[src/rtl/halfband_dec2.sv]
`default_nettype none
// +--------------------------------------------------------------------+
// | halfband_dec2 : decimate-by-2 15-tap half-band FIR behind the CIC,  |
// |                 one time-shared multiplier.   Revision 1.0         |
// +--------------------------------------------------------------------+
module halfband_dec2 #(
  parameter int IN_W   = 19,
  parameter int OFFSET = 131072,
  parameter int COEF_W = 16,
  parameter int SHIFT  = 15
) (
  input  logic            clk,
  input  logic            rst_n,
  input  logic [IN_W-1:0] in,
  input  logic            in_valid,
  output logic [IN_W-1:0] out,
  output logic            out_valid,
  output logic            busy,
  output logic            ovf
);

  localparam int c_taps   = 15;
  localparam int c_pre_w  = IN_W + 1;
  localparam int c_prod_w = c_pre_w + COEF_W;
  localparam int c_acc_w  = c_prod_w + 3;
  localparam logic [IN_W-1:0]           c_offset = IN_W'(OFFSET);
  localparam logic signed [c_acc_w-1:0] c_round  = c_acc_w'(2 ** (SHIFT - 1));

  typedef enum logic [1:0] {
    ST_IDLE = 2'd0,
    ST_MAC  = 2'd1,
    ST_OUT  = 2'd2
  } state_t;

  state_t                     r_state;
  logic [2:0]                 r_k;
  logic signed [c_acc_w-1:0]  r_acc;
  logic signed [IN_W-1:0]     r_dly [c_taps];
  logic                       r_phase;
  logic signed [IN_W-1:0]     r_hold;
  logic                       r_hold_full;

  logic signed [IN_W-1:0]     w_x;
  logic                       w_idle;
  logic                       w_shift;
  logic signed [IN_W-1:0]     w_shift_x;
  logic                       w_trigger;
  logic [3:0]                 w_idx_a;
  logic [3:0]                 w_idx_b;
  logic signed [IN_W-1:0]     w_tap_a;
  logic signed [IN_W-1:0]     w_tap_b;
  logic signed [c_pre_w-1:0]  w_pre;
  logic signed [COEF_W-1:0]   w_coef;
  logic signed [c_prod_w-1:0] w_prod;
  logic signed [c_acc_w-1:0]  w_acc_sum;
  logic [IN_W-1:0]            w_out;

  assign w_x       = $signed(in - c_offset);
  assign w_idle    = (r_state == ST_IDLE);
  // A parked sample takes priority over a fresh strobe when the engine frees up.
  assign w_shift   = w_idle & (r_hold_full | in_valid);
  assign w_shift_x = r_hold_full ? r_hold : w_x;
  assign w_trigger = w_shift & r_phase;

  assign w_idx_a = {1'b0, r_k};
  assign w_idx_b = 4'd14 - w_idx_a;
  assign w_tap_a = r_dly[w_idx_a];
  assign w_tap_b = (r_k == 3'd7) ? '0 : r_dly[w_idx_b];
  assign w_pre   = {w_tap_a[IN_W-1], w_tap_a} + {w_tap_b[IN_W-1], w_tap_b};

  always_comb begin
    w_coef = '0;
    case (r_k)
      3'd0:    w_coef = COEF_W'(-64);
      3'd2:    w_coef = COEF_W'(300);
      3'd4:    w_coef = COEF_W'(-1100);
      3'd6:    w_coef = COEF_W'(9056);
      3'd7:    w_coef = COEF_W'(16384);
      default: w_coef = '0;
    endcase
  end

  assign w_prod    = w_pre * w_coef;
  assign w_acc_sum = r_acc + {{(c_acc_w - c_prod_w){w_prod[c_prod_w-1]}}, w_prod};
  assign w_out     = IN_W'((r_acc + c_round) >>> SHIFT);

  always_ff @(posedge clk or negedge rst_n) begin
    if (!rst_n) begin
      r_state     <= ST_IDLE;
      r_k         <= '0;
      r_acc       <= '0;
      r_phase     <= 1'b0;
      r_hold      <= '0;
      r_hold_full <= 1'b0;
      out         <= '0;
      out_valid   <= 1'b0;
      busy        <= 1'b0;
      ovf         <= 1'b0;
      for (int i = 0; i < c_taps; i++) r_dly[i] <= '0;
    end else begin
      out_valid <= 1'b0;
      busy      <= !w_idle;

      if (w_shift) begin
        r_dly[0] <= w_shift_x;
        for (int i = 1; i < c_taps; i++) r_dly[i] <= r_dly[i-1];
        r_phase <= ~r_phase;
      end

      if (in_valid && (!w_idle || r_hold_full)) begin
        if (!w_idle && r_hold_full) begin
          ovf <= 1'b1;
        end else begin
          r_hold      <= w_x;
          r_hold_full <= 1'b1;
        end
      end else if (w_idle && r_hold_full) begin
        r_hold_full <= 1'b0;
      end

      case (r_state)
        ST_IDLE: begin
          if (w_trigger) begin
            r_state <= ST_MAC;
            r_k     <= '0;
            r_acc   <= '0;
          end
        end
        ST_MAC: begin
          r_acc <= w_acc_sum;
          r_k   <= r_k + 3'd1;
          if (r_k == 3'd7) r_state <= ST_OUT;
        end
        ST_OUT: begin
          out       <= w_out;
          out_valid <= 1'b1;
          r_state   <= ST_IDLE;
        end
        default: r_state <= ST_IDLE;
      endcase
    end
  end

endmodule
`default_nettype wire

[config.mk]
export PLATFORM = sky130hd
export DESIGN_NAME = halfband_dec2
export DESIGN_NICKNAME = d
export VERILOG_FILES = /design/src/rtl/halfband_dec2.sv
export SDC_FILE = /design/constraint.sdc
export NUM_CORES = 2
export LEC_CHECK = 0
export CORE_ASPECT_RATIO = 1.5
export CORE_MARGIN = 5
export CORE_UTILIZATION = 55
export CTS_CLUSTER_SIZE = 16
export DETAILED_ROUTE_END_ITERATION = 8
export GPL_TIMING_DRIVEN = 0
export PLACE_DENSITY = 0.69
export SLEW_MARGIN = 15
export SYNTH_ARGS = -nofsm -noshare
export SYNTH_HDL_FRONTEND = slang
export SYNTH_SLANG_ARGS = --single-unit
[constraint.sdc]
create_clock -name clk -period 24.9 [get_ports clk]
set_clock_uncertainty 0.15 [all_clocks]
set_input_delay 3.735 -clock clk [delete_from_list [all_inputs] [get_ports clk]]
set_output_delay 3.735 -clock clk [all_outputs]
set_load 0.05 [all_outputs]
# [Yosys cells after proc, flatten, opt, wreduce, memory -nomap -nowiden]
# Cells that the tools add are included.
[word_totals] ff_bits=372 latch_bits=0 mem_bits_rw=0 romBits=0 in_bits=22 out_inout_bits=22 wordCells=84 mem_count=0
[classes] addsub=6 mul=1 div=0 n_lt_le_gt_ge=2 n_eq_ne=9 n_shift=0 mux=20 bitwise_logic=7 n_reduce_logical=14
[ops] cell="$bmux W19 S4" count=2
[ops] cell="$mux W19" count=6
[ops] cell="$pmux W16 S5" count=1
[ops] cell="$pmux W39 S2" count=1
[ops] cell="$add A39 B39 Y39" count=1
[ops] cell="$mux W39" count=1
[ops] cell="$mul A20 B16 Y36" count=1
[ops] cell="$add A34 B16 Y34 const B" count=1
[ops] cell="$add A19 B19 Y20" count=1
[ops] cell="$sub A19 B18 Y19 const B" count=1
[ops] cell="$ge A5 B5 Y1 const B" count=2
[ops] cell="$reduce_and A2 Y1" count=5
[ops] cell="$eq A3 B3 Y1 const B" count=3
[ops] cell="$pmux W3 S2" count=1
[ops] cell="$not A3 Y5" count=1
[ops] cell="$not A4 Y5" count=1
[ops] cell="$mux W1" count=4
[ops] cell="$mux W2" count=2
[ops] cell="$ne A2 B2 Y1 const B" count=2
[ops] cell="$pmux W2 S2" count=1
[ops] cell="$reduce_bool A2 Y1" count=2
[ops] cell="$sub A4 B3 Y4 const A" count=1
[ops] cell="$add A3 B1 Y3 const B" count=1
[ops] cell="$eq A3 B2 Y1 const B" count=1
[ops] cell="12 further kinds" count=16

# [Longest topological paths before layout]
[logic_depth] word_depth=10 mapped_depth=58 ltp_nobuf=52

# [Worst setup path before layout]
# No wires, ideal clock.
[synth_path] path_kind="register to register" from="register r_k[0]" to="register r_acc[30]" setup_time_ns=0.128 t_arrival_ns=12.892 required_ns=24.622 path_slack_ns=11.730 path_stages_with_launch=58 n_path_buf=8 period_less_slack_ns=13.170 path_cell_list="dfrtp_1 > buf_2 > buf_1 > clkbuf_1 > clkbuf_1 > inv_1 > ha_1 > clkbuf_1 > buf_1 > buf_2 > buf_1 > mux2i_1 > nor2_1 > a21oi_1 > nor2_1 > ha_1 > nand3_1 > o211ai_1 > [... 22 more ...] > nor2_1 > nor3_1 > a21o_1 > a21o_1 > a21o_1 > a21oi_1 > xnor2_1 > ha_1 > a21o_1 > a21o_1 > a21o_1 > a21o_1 > a21o_1 > o31a_1 > or3_1 > a21oi_1 > xor2_1 > o21ai_0"
[synth_via] elab_chain_cells=10 word_cells_on_any_way=20 classes_between="add/sub (3); mul (1); eq/ne (4); mux (9); bitwise (2); reduce/logical (1)"
[synth_rtl] element="start, declared" line="36" source="logic [2:0] r_k;"
[synth_rtl] element="start signal, assigned" line="131" source="r_k <= r_k + 3'd1;"
[synth_rtl] element="$sub A4 B3 Y4" line="66" source="assign w_idx_b = 4'd14 - w_idx_a;"
[synth_rtl] element="$not A4 Y5 (implied by the code)" line="68" source="assign w_tap_b = (r_k == 3'd7) ? '0 : r_dly[w_idx_b];"
[synth_rtl] element="$bmux W19 S4" line="68"
[synth_rtl] element="$mux W19 (implied by the code) (2 in a row)" line="68"
[synth_rtl] element="$mux W19" line="68"
[synth_rtl] element="$add A19 B19 Y20" line="69" source="assign w_pre = {w_tap_a[IN_W-1], w_tap_a} + {w_tap_b[IN_W-1], w_tap_b};"
[synth_rtl] element="$mul A20 B16 Y36 *" line="83" source="assign w_prod = w_pre * w_coef;"
[synth_rtl] element="$add A39 B39 Y39 *" line="84" source="assign w_acc_sum = r_acc + {{(c_acc_w - c_prod_w){w_prod[c_prod_w-1]}}, w_prod};"
[synth_rtl] element="$pmux W39 S2 *" line="121" source="case (r_state)"
[synth_rtl] element="end signal, assigned" line="130" source="r_acc <= w_acc_sum;"
[synth_rtl] element="end, declared" line="37" source="logic signed [c_acc_w-1:0] r_acc;"
# Every way passes the cells marked *; elsewhere a longest branch is shown, timed or not. The select of a mux whose other input is x is not followed.
# A chain may end at the register's enable or synchronous reset.

# [Worst setup path after layout]
[layout_path] from="register r_k[0]" to="register r_acc[28]"
# The elaborated chain is that of the path after synthesis.

==> flow_summary.ini <==
[status]
status = finished clean

[drt]
post-route-drc-count = 0
drt_iter0_markers = 1033
firstDrtPassIters = 5
routed_via_density = 5.88
ant_nets = 0
drt_wl_total_mm = 79.1
vias = 20700
wl_per_cell_um = 22.4

[setup_path]
crit_required_ns = 25.17
cpMaxStageDelayCell = xnor2_1
slowest_delay_ns = 0.89
end_kind = register
crit_start = r_k[0]$_DFFE_PN0P_
worstReg2RegStart = r_k[0]$_DFFE_PN0P_
cpMostUsedCell = inv_1
r2r_cells = 55
critPathKind = reg -> reg
crit_end = r_acc[28]$_DFFE_PN0P_
start_kind = register
r2r_slack_ns = 7.74
cp_max_fo = 10
timing.rr.end = r_acc[28]$_DFFE_PN0P_
worstPathArrival_ns = 17.43

[grt]
grt_usage = 0.278
grt_pass1_wl_mm = 126
antenna_found_initial = 1
grt_max_degree = 87
grt_pass1_vias = 22900
grt-ovfl-total = 0

[synthesis]
seq_area_frac_synth = 0.309
synth_area_mm2 = 0.0295
netlist.area_leader.share = 0.309
synth.avg_cell_area_um2 = 10.8
syn-instance-count = 2727
yosys_warnings = 0
synth.most_common_cell = dfrtp_1
ys_seq_elements = 365
synth_cell_types = 73
syn-num-nets = 3165
async_flop_share = 1.00
synth_top_cell_by_area = dfrtp_1
synth.area.top_cells = dfrtp_1 31%, fa_1 17%, mux2_2 11%
synth-main-ff-cell = dfrtp_1
synthTopCellsByCount = 365 x dfrtp_1, 349 x inv_1, 284 x mux2_2
synth-edff-count = 0

[place]
dp_hpwl_mm = 63.1
post_dp_cell_area_mm2 = 0.0310
globalplace.congestion = 0.950
port_buffers = 43
pre_cts_ws_ns = 7.88

[cells_and_area]
final_cell_area_mm2 = 0.0321
final_util = 0.601
drive_above_1_share = 0.169
area_growth_pct = 8.88
multi_input_area_mm2 = 0.0186
ff_latch_area_mm2 = 0.00913
n_antenna_cell = 0
fillers = 4454
fin_nets = 3251

[clock_tree]
postCtsSetupBuffers = 0
ctsHoldBuffers = 0
cts.sinks = 365
cts_tree = built
cts-root-buf = clkbuf_16
clk_latency_ns = 0.57
post_cts_resized = 0
cts_buffer_depth = 3
cts.htree.levels = 2
cts_buffers = 36
clkSlewWorstSetupHoldPaths_ns = 0.06

[sta]
clock.fmax_mhz = 58.3
rsz0062_at_grt = false
post-route-min-period_ns = 17.16
worst_pin_slew_ns = 1.35
drv_slew = 0
setup-tns-final_ns = 0
worst_slack_ns = 7.74
slew_headroom = 0.100
finalCritPeriodShare = 0.689
finalHoldViolCount = 0
setup_violations = 0

[floorplan]
die_area_mm2 = 0.0585
num_rows = 104
die_h_um = 294
fp.dieW_um = 199
start_util = 0.552
ios = 44
core_area_mm2 = 0.0535

[job]
drv_cap = 0

[worst_hold_path]
hold_class = reg -> reg
[stage by stage]
step / std cells / hold slack (ns)
floorplan: 2727 / 0.300
global placement: 3459 / 0.302
detailed placement: 3464 / 0.309
CTS: 3528 / 0.325
global route: 3528 / 0.344
finish: 3528 / 0.320
[cells in the final DEF (no fill, tap or decap), types with 11 or more instances in the layout]
cell	n
nand3_1	21
buf_1	20
mux2i_1	58
nor3_1	19
xnor2_1	61
clkbuf_1	100
mux2_2	284
inv_1	349
clkbuf_16	37
ha_1	164
xor2_1	46
a21o_1	38
mux4_2	93
nand2_1	176
dfrtp_1	365
nor2_1	271
a21oi_1	129
fa_1	252
clkdlybuf4s50_1	42
nand2b_1	16
clkbuf_8	11
o21ai_0	89
or2_2	12
o21a_1	12
nor2b_1	13
[worst max-delay path: cells and delay by family, from the launching register on]
family | cells | cell delay [ns]
buffers and inverters | 16 | 5.47
XOR/XNOR | 3 | 1.21
flip-flops | 1 | 0.42
adder cells (fa/ha/maj) | 10 | 4.52
multiplexers | 1 | 0.28
AND/OR/NAND/NOR | 12 | 2.26
AO/OA/AOI/OAI | 13 | 2.66
[sequential cells by signal, summed over array words and instances (netlist names)]
name,count
busy,1
out,19
out_valid,1
ovf,1
r_acc,32
r_dly,285
r_hold,19
r_hold_full,1
r_k,3
r_phase,1
r_state,2
[how the worst min path moves through the flow]
| stage | startpoint | slack [ns] | end | cells after the start |
|---|---|---|---|---|
| 5_1_grt | ovf$_DFFE_PN0P_ | 0.34 | ovf$_DFFE_PN0P_ | 1 |
| 3_3_place_gp | ovf$_DFFE_PN0P_ | 0.30 | ovf$_DFFE_PN0P_ | 1 |
| 3_5_place_dp | ovf$_DFFE_PN0P_ | 0.31 | ovf$_DFFE_PN0P_ | 1 |
| 6_report | ovf$_DFFE_PN0P_ | 0.32 | ovf$_DFFE_PN0P_ | 1 |
| 2_1_floorplan | r_hold[18]$_DFFE_PN0P_ | 0.30 | r_hold[18]$_DFFE_PN0P_ | 2 |
| 4_1_cts | ovf$_DFFE_PN0P_ | 0.32 | ovf$_DFFE_PN0P_ | 1 |
[final cells by class]
cell class              instances  area share
multi-input cells            1893       0.579
flip-flops and latches        365       0.284
inverters                     350      0.0409
clock buffers                  55      0.0337
well taps                     689      0.0268
repair buffers                 48      0.0174
plain buffers                 119      0.0151
clock inverters                 9     0.00339
[kinds of logic (layout without fill, tap and decap cells)]
family | Yosys count | after routing | share of synthesized area
mux | 435 | 435 | 0.199
buf+inv | 469 | 581 | 0.0609
compound gates | 348 | 348 | 0.0707
flops | 365 | 365 | 0.309
fa+ha+maj | 417 | 417 | 0.241
xor+xnor | 110 | 110 | 0.0336
simple gates | 583 | 583 | 0.0859
[metal layers]
metal,part of all wire,track usage,vias up
met5,0,0,-
li1,-,-,9322
met3,0.041,0.0312,266
met1,0.34,0.300,10600
met2,0.54,0.514,593
met4,0.076,0.170,0
Power is not shown: default switching activity piles up to over one toggle a cycle in this logic, so the estimate is an artifact.
